<file path="src/rtl/x_corr_if.sv">
// Sample/result bundle for one correlator bin.
// master drives samples and session enable; slave is the correlator.
interface x_corr_if #(
  parameter int xi_bits             = 8,
  parameter int xq_bits             = 8,
  parameter int yi_bits             = 8,
  parameter int yq_bits             = 8,
  parameter int length_counter_bits = 3,
  parameter int out_max_bits        = 32
);
  logic signed [xi_bits-1:0]  xi;
  logic signed [xq_bits-1:0]  xq;
  logic signed [yi_bits-1:0]  yi;
  logic signed [yq_bits-1:0]  yq;
  logic                       m_axis_tvalid;
  logic                       s_axis_tready;
  logic                       m_axis_tready;
  logic                       s_axis_tvalid;
  logic [out_max_bits-1:0]    out_max;
  logic [length_counter_bits-1:0] index;

  modport master (
    output xi, xq, yi, yq,
    output m_axis_tvalid, m_axis_tready,
    input  s_axis_tready, s_axis_tvalid,
    input  out_max, index
  );

  modport slave (
    input  xi, xq, yi, yq,
    input  m_axis_tvalid, m_axis_tready,
    output s_axis_tready, s_axis_tvalid,
    output out_max, index
  );
endinterface

</file>
<file path="src/rtl/x_corr.sv">
// Streaming complex cross-correlator: x * conj(y) integrated per
// window, |sum|^2 per window, running max and its window number.
module x_corr #(
  parameter int xi_bits             = 8,
  parameter int xq_bits             = 8,
  parameter int yi_bits             = 8,
  parameter int yq_bits             = 8,
  parameter int i_bits              = 24,
  parameter int q_bits              = 24,
  parameter int length              = 8,
  parameter int length_counter_bits = 3,
  parameter int out_max_bits        = 32
) (
  input logic   clk,
  input logic   rst,
  x_corr_if.slave bus
);
  localparam int LCB = length_counter_bits;
  localparam int OB  = out_max_bits;

  localparam int PIA = xi_bits + yi_bits;
  localparam int PIB = xq_bits + yq_bits;
  localparam int PIW = ((PIA > PIB) ? PIA : PIB) + 1;
  localparam int PQA = xq_bits + yi_bits;
  localparam int PQB = xi_bits + yq_bits;
  localparam int PQW = ((PQA > PQB) ? PQA : PQB) + 1;

  localparam int SQI = 2 * i_bits;
  localparam int SQQ = 2 * q_bits;
  localparam int MFW = ((SQI > SQQ) ? SQI : SQQ) + 1;
  localparam int MW  = (MFW > OB) ? MFW : OB;

  localparam logic [LCB-1:0] LAST = LCB'(length - 1);
  localparam logic [LCB-1:0] ONE  = LCB'(1);

  logic ready;
  logic accept;

  assign ready  = bus.m_axis_tready & ~rst;
  assign accept = bus.m_axis_tvalid & ready;

  // product stage
  logic signed [PIW-1:0]    pi_full;
  logic signed [PQW-1:0]    pq_full;
  logic signed [i_bits-1:0] p_i_d;
  logic signed [q_bits-1:0] p_q_d;
  logic signed [i_bits-1:0] p_i_q;
  logic signed [q_bits-1:0] p_q_q;
  logic                     p_v_q;
  logic                     p_first_q;
  logic                     p_last_q;
  logic [LCB-1:0]           cnt_q;

  // accumulate / result stage
  logic signed [i_bits-1:0] acc_i_q;
  logic signed [q_bits-1:0] acc_q_q;
  logic signed [i_bits-1:0] sum_i_d;
  logic signed [q_bits-1:0] sum_q_d;
  logic signed [i_bits-1:0] r_i_q;
  logic signed [q_bits-1:0] r_q_q;
  logic                     r_v_q;

  // magnitude / tracking stage
  logic signed [SQI-1:0]    re2;
  logic signed [SQQ-1:0]    im2;
  logic [MFW-1:0]           mag_full;
  logic [MW-1:0]            mag_ext;
  logic [MW-1:0]            mag_lim;
  logic [OB-1:0]            mag_d;
  logic [OB-1:0]            mag_q;
  logic                     m_v_q;
  logic [LCB-1:0]           win_q;
  logic [OB-1:0]            max_q;
  logic [LCB-1:0]           idx_q;
  logic                     tvalid_q;

  // full-precision x * conj(y), then fit to accumulator widths
  always_comb begin
    pi_full = PIW'(bus.xi) * PIW'(bus.yi)
            + PIW'(bus.xq) * PIW'(bus.yq);
    pq_full = PQW'(bus.xq) * PQW'(bus.yi)
            - PQW'(bus.xi) * PQW'(bus.yq);
    p_i_d   = i_bits'(pi_full);
    p_q_d   = q_bits'(pq_full);
  end

  // register product on accept and advance the sample counter
  always_ff @(posedge clk or posedge rst) begin
    if (rst) begin
      p_i_q     <= '0;
      p_q_q     <= '0;
      p_v_q     <= 1'b0;
      p_first_q <= 1'b0;
      p_last_q  <= 1'b0;
      cnt_q     <= '0;
    end else if (!bus.m_axis_tready) begin
      p_v_q     <= 1'b0;
      p_first_q <= 1'b0;
      p_last_q  <= 1'b0;
      cnt_q     <= '0;
    end else begin
      p_v_q <= accept;
      if (accept) begin
        p_i_q     <= p_i_d;
        p_q_q     <= p_q_d;
        p_first_q <= (cnt_q == '0);
        p_last_q  <= (cnt_q == LAST);
        cnt_q     <= (cnt_q == LAST) ? '0 : cnt_q + ONE;
      end
    end
  end

  // first product of a window loads, later ones add (wrapping)
  always_comb begin
    if (p_first_q) begin
      sum_i_d = p_i_q;
      sum_q_d = p_q_q;
    end else begin
      sum_i_d = acc_i_q + p_i_q;
      sum_q_d = acc_q_q + p_q_q;
    end
  end

  // integrate; the closing sum goes straight to the result register
  always_ff @(posedge clk or posedge rst) begin
    if (rst) begin
      acc_i_q <= '0;
      acc_q_q <= '0;
      r_i_q   <= '0;
      r_q_q   <= '0;
      r_v_q   <= 1'b0;
    end else if (!bus.m_axis_tready) begin
      acc_i_q <= '0;
      acc_q_q <= '0;
      r_v_q   <= 1'b0;
    end else begin
      r_v_q <= p_v_q & p_last_q;
      if (p_v_q) begin
        acc_i_q <= sum_i_d;
        acc_q_q <= sum_q_d;
        if (p_last_q) begin
          r_i_q <= sum_i_d;
          r_q_q <= sum_q_d;
        end
      end
    end
  end

  // squared magnitude at full width, saturated to the output width
  always_comb begin
    re2      = SQI'(r_i_q) * SQI'(r_i_q);
    im2      = SQQ'(r_q_q) * SQQ'(r_q_q);
    mag_full = MFW'($unsigned(re2)) + MFW'($unsigned(im2));
    mag_ext  = MW'(mag_full);
    mag_lim  = MW'({OB{1'b1}});
    mag_d    = (mag_ext > mag_lim) ? {OB{1'b1}} : OB'(mag_ext);
  end

  // magnitude register, max tracking and window numbering
  always_ff @(posedge clk or posedge rst) begin
    if (rst) begin
      mag_q    <= '0;
      m_v_q    <= 1'b0;
      win_q    <= '0;
      max_q    <= '0;
      idx_q    <= '0;
      tvalid_q <= 1'b0;
    end else if (!bus.m_axis_tready) begin
      m_v_q    <= 1'b0;
      win_q    <= '0;
      tvalid_q <= 1'b0;
    end else begin
      m_v_q    <= r_v_q;
      tvalid_q <= m_v_q;
      if (r_v_q) begin
        mag_q <= mag_d;
      end
      if (m_v_q) begin
        if ((win_q == '0) || (mag_q > max_q)) begin
          max_q <= mag_q;
          idx_q <= win_q;
        end
        win_q <= win_q + ONE;
      end
    end
  end

  assign bus.s_axis_tready = ready;
  assign bus.s_axis_tvalid = tvalid_q;
  assign bus.out_max       = max_q;
  assign bus.index         = idx_q;
endmodule

</file>
<file path="src/flat_wrapper.sv">
// flat-port wrapper written by rule: the top's interface ports become plain ports
module x_corr_flat 
#(
  parameter int xi_bits             = 8,
  parameter int xq_bits             = 8,
  parameter int yi_bits             = 8,
  parameter int yq_bits             = 8,
  parameter int i_bits              = 24,
  parameter int q_bits              = 24,
  parameter int length              = 8,
  parameter int length_counter_bits = 3,
  parameter int out_max_bits        = 32
)
  (clk, rst, bus_xi, bus_xq, bus_yi, bus_yq, bus_m_axis_tvalid, bus_m_axis_tready, bus_s_axis_tready, bus_s_axis_tvalid, bus_out_max, bus_index);
  x_corr_if #(.xi_bits(xi_bits), .xq_bits(xq_bits), .yi_bits(yi_bits), .yq_bits(yq_bits), .length_counter_bits(length_counter_bits), .out_max_bits(out_max_bits)) bus_i ();
  input logic clk;
  input logic rst;
  input wire logic [$bits(bus_i.xi)-1:0] bus_xi;
  input wire logic [$bits(bus_i.xq)-1:0] bus_xq;
  input wire logic [$bits(bus_i.yi)-1:0] bus_yi;
  input wire logic [$bits(bus_i.yq)-1:0] bus_yq;
  input wire logic [$bits(bus_i.m_axis_tvalid)-1:0] bus_m_axis_tvalid;
  input wire logic [$bits(bus_i.m_axis_tready)-1:0] bus_m_axis_tready;
  output wire logic [$bits(bus_i.s_axis_tready)-1:0] bus_s_axis_tready;
  output wire logic [$bits(bus_i.s_axis_tvalid)-1:0] bus_s_axis_tvalid;
  output wire logic [$bits(bus_i.out_max)-1:0] bus_out_max;
  output wire logic [$bits(bus_i.index)-1:0] bus_index;
  assign bus_i.xi = bus_xi;
  assign bus_i.xq = bus_xq;
  assign bus_i.yi = bus_yi;
  assign bus_i.yq = bus_yq;
  assign bus_i.m_axis_tvalid = bus_m_axis_tvalid;
  assign bus_i.m_axis_tready = bus_m_axis_tready;
  assign bus_s_axis_tready = bus_i.s_axis_tready;
  assign bus_s_axis_tvalid = bus_i.s_axis_tvalid;
  assign bus_out_max = bus_i.out_max;
  assign bus_index = bus_i.index;
  x_corr #(.xi_bits(xi_bits), .xq_bits(xq_bits), .yi_bits(yi_bits), .yq_bits(yq_bits), .i_bits(i_bits), .q_bits(q_bits), .length(length), .length_counter_bits(length_counter_bits), .out_max_bits(out_max_bits)) u_core (.clk(clk), .rst(rst), .bus(bus_i));
endmodule
</file>
<file path="config.mk">
export PLATFORM = sky130hd
export DESIGN_NAME = x_corr_flat
export DESIGN_NICKNAME = d
export VERILOG_FILES = /design/src/rtl/x_corr_if.sv /design/src/rtl/x_corr.sv /design/src/flat_wrapper.sv
export SDC_FILE = /design/constraint.sdc
export NUM_CORES = 2
export LEC_CHECK = 0
export ABC_AREA = 1
export CAP_MARGIN = 20
export CORE_ASPECT_RATIO = 2
export CORE_MARGIN = 4
export CORE_UTILIZATION = 45
export DETAILED_ROUTE_END_ITERATION = 8
export SETUP_SLACK_MARGIN = 0.4
export SYNTH_ARGS = -nofsm -noshare
export SYNTH_HDL_FRONTEND = slang
export SYNTH_SLANG_ARGS = --single-unit
export TNS_END_PERCENT = 50
</file>
<file path="constraint.sdc">
create_clock -name clk -period 9 [get_ports clk]
set_input_delay 1.35 -clock clk [delete_from_list [all_inputs] [get_ports clk]]
set_output_delay 1.35 -clock clk [all_outputs]
set_load 0.01 [all_outputs]
</file>
======== Word-level counts from Yosys, hierarchy flattened ========
Index checks and enable logic that the tools add are counted.
storage, ports and cells
  register bits after elaboration ......... 209
  input port bits ......................... 36
  output and inout bits ................... 37
  word-level logic and storage cells ...... 67
operators by class
  $add $sub $neg .......................... 7
  multiply operators ...................... 6
  magnitude comparators ................... 2
  equal/unequal tests ..................... 4
  muxes and demuxes ....................... 20
  bitwise logic cells ..................... 4
  reductions and logical operators ........ 7
operators by type and width
  operator              count
  $mux 24               6
  $mul 24x24->48        2
  $mul 8x8->16          4
  $add 48x48->49        1
  $gt 49x32->1 const B  1
  $add 24x17->24        2
  $gt 32x32->1          1
  $mux 32               1
  $add 16x16->17        1
  $sub 16x16->17        1
  $mux 3                5
  $mux 1                8
  $add 3x1->3 const B   2
  $logic_not 3->1       2
  $ne 2x1->1 const B    3
  $reduce_and 3->1      2
  $reduce_and 2->1      2
  $and 1x1->1           3
  $eq 3x3->1 const B    1
  $logic_or 1x1->1      1
  $not 1->1             1

======== Logic depth before layout (Yosys ltp) ========
  word-level depth ........................ 5
  gate-level depth with buffers ........... 49

======== Least setup slack after synthesis ========
No wires, ideal clock.
  path type ............................... register to register
  from .................................... register u_core.r_i_q[23]
  to ...................................... register u_core.mag_q[23]
  setup time .............................. 0.113 ns
  arrival ................................. 8.168 ns
  path slack .............................. 0.719 ns
  cell stages (with the launch flop) ...... 43
  buffers on the path ..................... 3
  period minus slack after synthesis ...... 8.281 ns
  path through ............................ dfrtp_1 clkbuf_1 clkbuf_1 nand2_1 inv_1 fa_1 fa_1 fa_1 inv_1 fa_1 fa_1 inv_1 fa_1 fa_1 ha_1 nand2_1 nor2_1 inv_1 [7 not listed] inv_1 ha_1 nand2_2 nor2_1 inv_1 nor2_1 nand2_1 nor2_1 nand2_1 nand3_1 nand2_1 nand2_1 nand3_2 nor2_4 buf_6 nand4_1 nand2_1 inv_1
between the ends
  cells in the longest elaborated chain, start to end .. 4
ends and longest elaborated chain
  item                    RTL line       text
  from (decl)             x_corr.sv:59   logic signed [i_bits-1:0] r_i_q;
  from (signal assigned)  x_corr.sv:142  r_i_q <= sum_i_d;
  $mul 24x24->48 (*)      x_corr.sv:151  re2 = SQI'(r_i_q) * SQI'(r_i_q);
  $add 48x48->49 (*)      x_corr.sv:153  mag_full = MFW'($unsigned(re2)) + MFW'($unsigned(im2));
  $gt 49x32->1            x_corr.sv:156  mag_d = (mag_ext > mag_lim) ? {OB{1'b1}} : OB'(mag_ext);
  $mux 32 (*)             x_corr.sv:156
  to (signal assigned)    x_corr.sv:176  mag_q <= mag_d;
  to (decl)               x_corr.sv:70   logic [OB-1:0] mag_q;
Mark *: on every way between the ends. The rest lies on a longest branch, timed or not.
A chain may end at the register's enable or synchronous reset.

======== Worst setup path in the final report ========
  from .................................... register u_core.r_q_q[23]
  to ...................................... register u_core.mag_q[31]
between the ends
  cells in the longest elaborated chain, start to end .. 4
ends and longest elaborated chain
  item                    RTL line       text
  from (decl)             x_corr.sv:60   logic signed [q_bits-1:0] r_q_q;
  from (signal assigned)  x_corr.sv:143  r_q_q <= sum_q_d;
  $mul 24x24->48 (*)      x_corr.sv:152  im2 = SQQ'(r_q_q) * SQQ'(r_q_q);
  $add 48x48->49 (*)      x_corr.sv:153
  $gt 49x32->1            x_corr.sv:156
  $mux 32 (*)             x_corr.sv:156
Marked as above.

==> key figures <==
Floorplan
  • Row Count: 197
  • Initial Utilization: 0.452
  • Area of the die: 151000 sq um
  • DIE HEIGHT: 545 um
  • Die span in x: 277 um
  • Core box area: 144000 sq um
  • Top Ports: 73

Logic synthesis
  • Post-synth design cell area: 65000 sq um
  • Post-Syn Nets: 10000
  • Post-synth top cells: 2352 x inv_1, 1817 x nand2_1, 1396 x fa_1
  • Synth Register Bits: 209
  • Top-count cell post-synth: inv_1
  • Seq/Total Area, Yosys: 0.0805
  • Yosys warning count: 0
  • Share of the synthesized area in the top cell type: 0.430
  • Mapped Cells: 8060
  • Post-synth ARST share: 1.00
  • EDFF count, synth: 0
  • Avg Inst Size Synth: 8.06 sq um
  • Yosys top cell by area: fa_1
  • Synth cell types: 50
  • Top cells by area, synth: fa_1 43%, inv_1 14%, nand2_1 10%
  • Main flop type after synthesis: dfrtp_1

Critical path
  • Max FO, Critical Path: 8
  • Setup Crit Path Kind: register to register
  • CP max stage delay: 0.64 ns
  • RR Endpoint: u_core.mag_q[31]$_DFFE_PP0P_
  • Reg2reg path depth: 43
  • CP startpoint: u_core.r_q_q[23]$_DFFE_PP0P_
  • Most used cell, CP: nand2_1
  • Worst Path Required: 9.50 ns
  • WP data arrival: 9.26 ns
  • CP Launch Type: register
  • Cell family with most CP delay: adder cells
  • Reg2reg start: u_core.r_q_q[23]$_DFFE_PP0P_
  • CP max-delay cell: fa_2
  • Number of buffers and inverters on the critical path: 13
  • FF-to-FF setup slack: 0.24 ns
  • Crit. End Element: register

Timing
  • Crit path time final: 8.76 ns
  • Final Hold Vio Count: 0
  • Worst Setup Slack, final: 0.238 ns
  • Fin Clk Skew: 0.0429 ns
  • Setup violations, final: 0
  • RSZ-0062 raised after global routing: yes
  • Max-slew violations: 0
  • Final period util: 0.974
  • Worst relative slew slack: 0.277
  • Slew @ Worst Pin: 1.08 ns
  • Fmax: 114 MHz
  • Min Hold Slack: 0.490 ns

Worst hold path
  • Worst hold path class: register to register
  • Hold Startpoint: u_core.acc_q_q[18]$_DFFE_PP0P_
  • Min-Delay Path Depth: 2
  • Hold Path End: u_core.acc_q_q[18]$_DFFE_PP0P_

Detailed routing
  • DRC: 0
  • DR vias/cell: 5.05
  • DRT Pass-1 Iters: 7
  • First DRT Iteration DRCs: 2381
  • Post-DRT Antenna Nets: 0
  • DR WL/cell: 20.1 um
  • WL final: 213 mm
  • Vias: 53600

Placement
  • Worst slack, placed: -0.462 ns
  • GPL Wtd Cong: 0.984
  • DP Area: 72300 sq um
  • Port bufs: 72
  • Final HPWL from detailed placement: 181 mm

GRT
  • Total congestion overflow: 0
  • First-pass GRT wire length: 324 mm
  • Number of antenna violations at the first check in global routing: 5
  • GRT Util Overall: 0.280
  • Number of global-route vias before repair: 59800
  • Largest net degree at the start of global routing: 112

Clock tree
  • Clk pin slew, worst setup/hold paths: 0.06 ns
  • TritonCTS clock tree: done
  • CTS H-tree depth: 1
  • CTS Buffer Depth: 3
  • Clock Latency Late Sink: 0.64 ns
  • CTS Hold Buffers Added: 0
  • CTS sink cnt: 209
  • Num CTS Buffers: 23
  • Clk root buf: clkbuf_16

Finish
  • Fill count: 13500
  • Final Instance Area: 78200 sq um
  • Area growth syn-to-layout: 20.3%
  • Sequential cell area: 5270 sq um
  • Area occupied by multi-input gates: 53000 sq um
  • Layout cells sized above 1: 0.178
  • Final net count: 10700

Status
  • Outcome: complete, no violations

Flow run
  • Maximum capacitance violations: 0
-- timing repair --
item,in CTS,in global routing
cloned,4,10
setup endpoints to repair,32,32
resized for setup,365,502
setup buffers,53,92
pin swaps,110,263
-- cells in the final DEF (no fill, tap or decap), types with 32 or more instances in the layout --
cell type           n
ha_4               75
dfrtp_1           176
clkdlybuf4s50_1    71
nand2_4            36
inv_1            2275
ha_1              451
nand2_2           125
fa_1             1346
nand2_1          1661
nand4_1            64
xnor2_1            79
buf_12             51
a21oi_2            54
inv_2              87
fa_2               50
dfrtp_2            32
o21ai_0           203
buf_4             672
buf_6              60
xor2_1             91
nor2_1            232
nor2_2             52
nor2_4             41
a21oi_1           180
nand3_1           137
-- registers in the layout, indices dropped and copies added, names as in the netlist, 17 cells and up --
register            cells
u_core.acc_i_q         24
u_core.acc_q_q         24
u_core.bus.out_max     32
u_core.mag_q           32
u_core.p_i_q           17
u_core.p_q_q           17
u_core.r_i_q           24
u_core.r_q_q           24
-- final cells by class --
class | instances | area share
Tap cell | 1890 | 0.0303
Antenna cell | 4 | 0.000128
Clock inverter | 7 | 0.000816
Inverter | 2375 | 0.114
Multi-Input combinational cell | 5229 | 0.679
Sequential cell | 209 | 0.0675
Timing Repair Buffer | 874 | 0.100
Clock buffer | 31 | 0.00800
-- worst max path at each step --
stage	end	cells past startpoint	slack (ns)
detailed placement	u_core.mag_q[31]$_DFFE_PP0P_	42	-0.46
finish	u_core.mag_q[31]$_DFFE_PP0P_	43	0.24
global route	u_core.mag_q[24]$_DFFE_PP0P_	43	0.03
floorplan	u_core.mag_q[23]$_DFFE_PP0P_	42	0.72
global placement	u_core.mag_q[0]$_DFFE_PP0P_	42	-0.49
CTS	u_core.mag_q[31]$_DFFE_PP0P_	43	0.31
-- logic make-up (layout without fill, tap and decap cells) --
logic type,after synthesis,in the layout,share of synthesized area
buf+inv,2622,3287,0.153
simple gates,2458,2458,0.152
fa+ha+maj,1927,1927,0.532
compound gates,640,640,0.0545
flops,209,209,0.0805
xor+xnor,204,204,0.0275
other cells,0,4,0
-- routing by layer --
layer / part of all wire / track usage / up-vias
met2: 0.56 / 0.562 / 1410
met5: 0.00013 / 0 / -
met1: 0.30 / 0.250 / 26700
met3: 0.030 / 0.0212 / 805
met4: 0.11 / 0.224 / 4
li1: - / - / 24600
-- worst min-delay path: stages, from the launching register on --
cell     delay [ns]
dfrtp_1        0.35
nand2_1        0.05
nand2_1        0.06
-- stage by stage --
stage	TNS, ns	utilization	cells
after floorplan	0	-	8060
after CTS	0	0.522	10500
after global placement	-15.46	0.503	10400
after global routing	0	0.544	10600
final	0	0.544	10600
after detailed placement	-13.85	0.503	10400
Power is left out: the tool's default activity adds up to more than one toggle a clock period on the data nets, which glitch-free logic cannot reach.
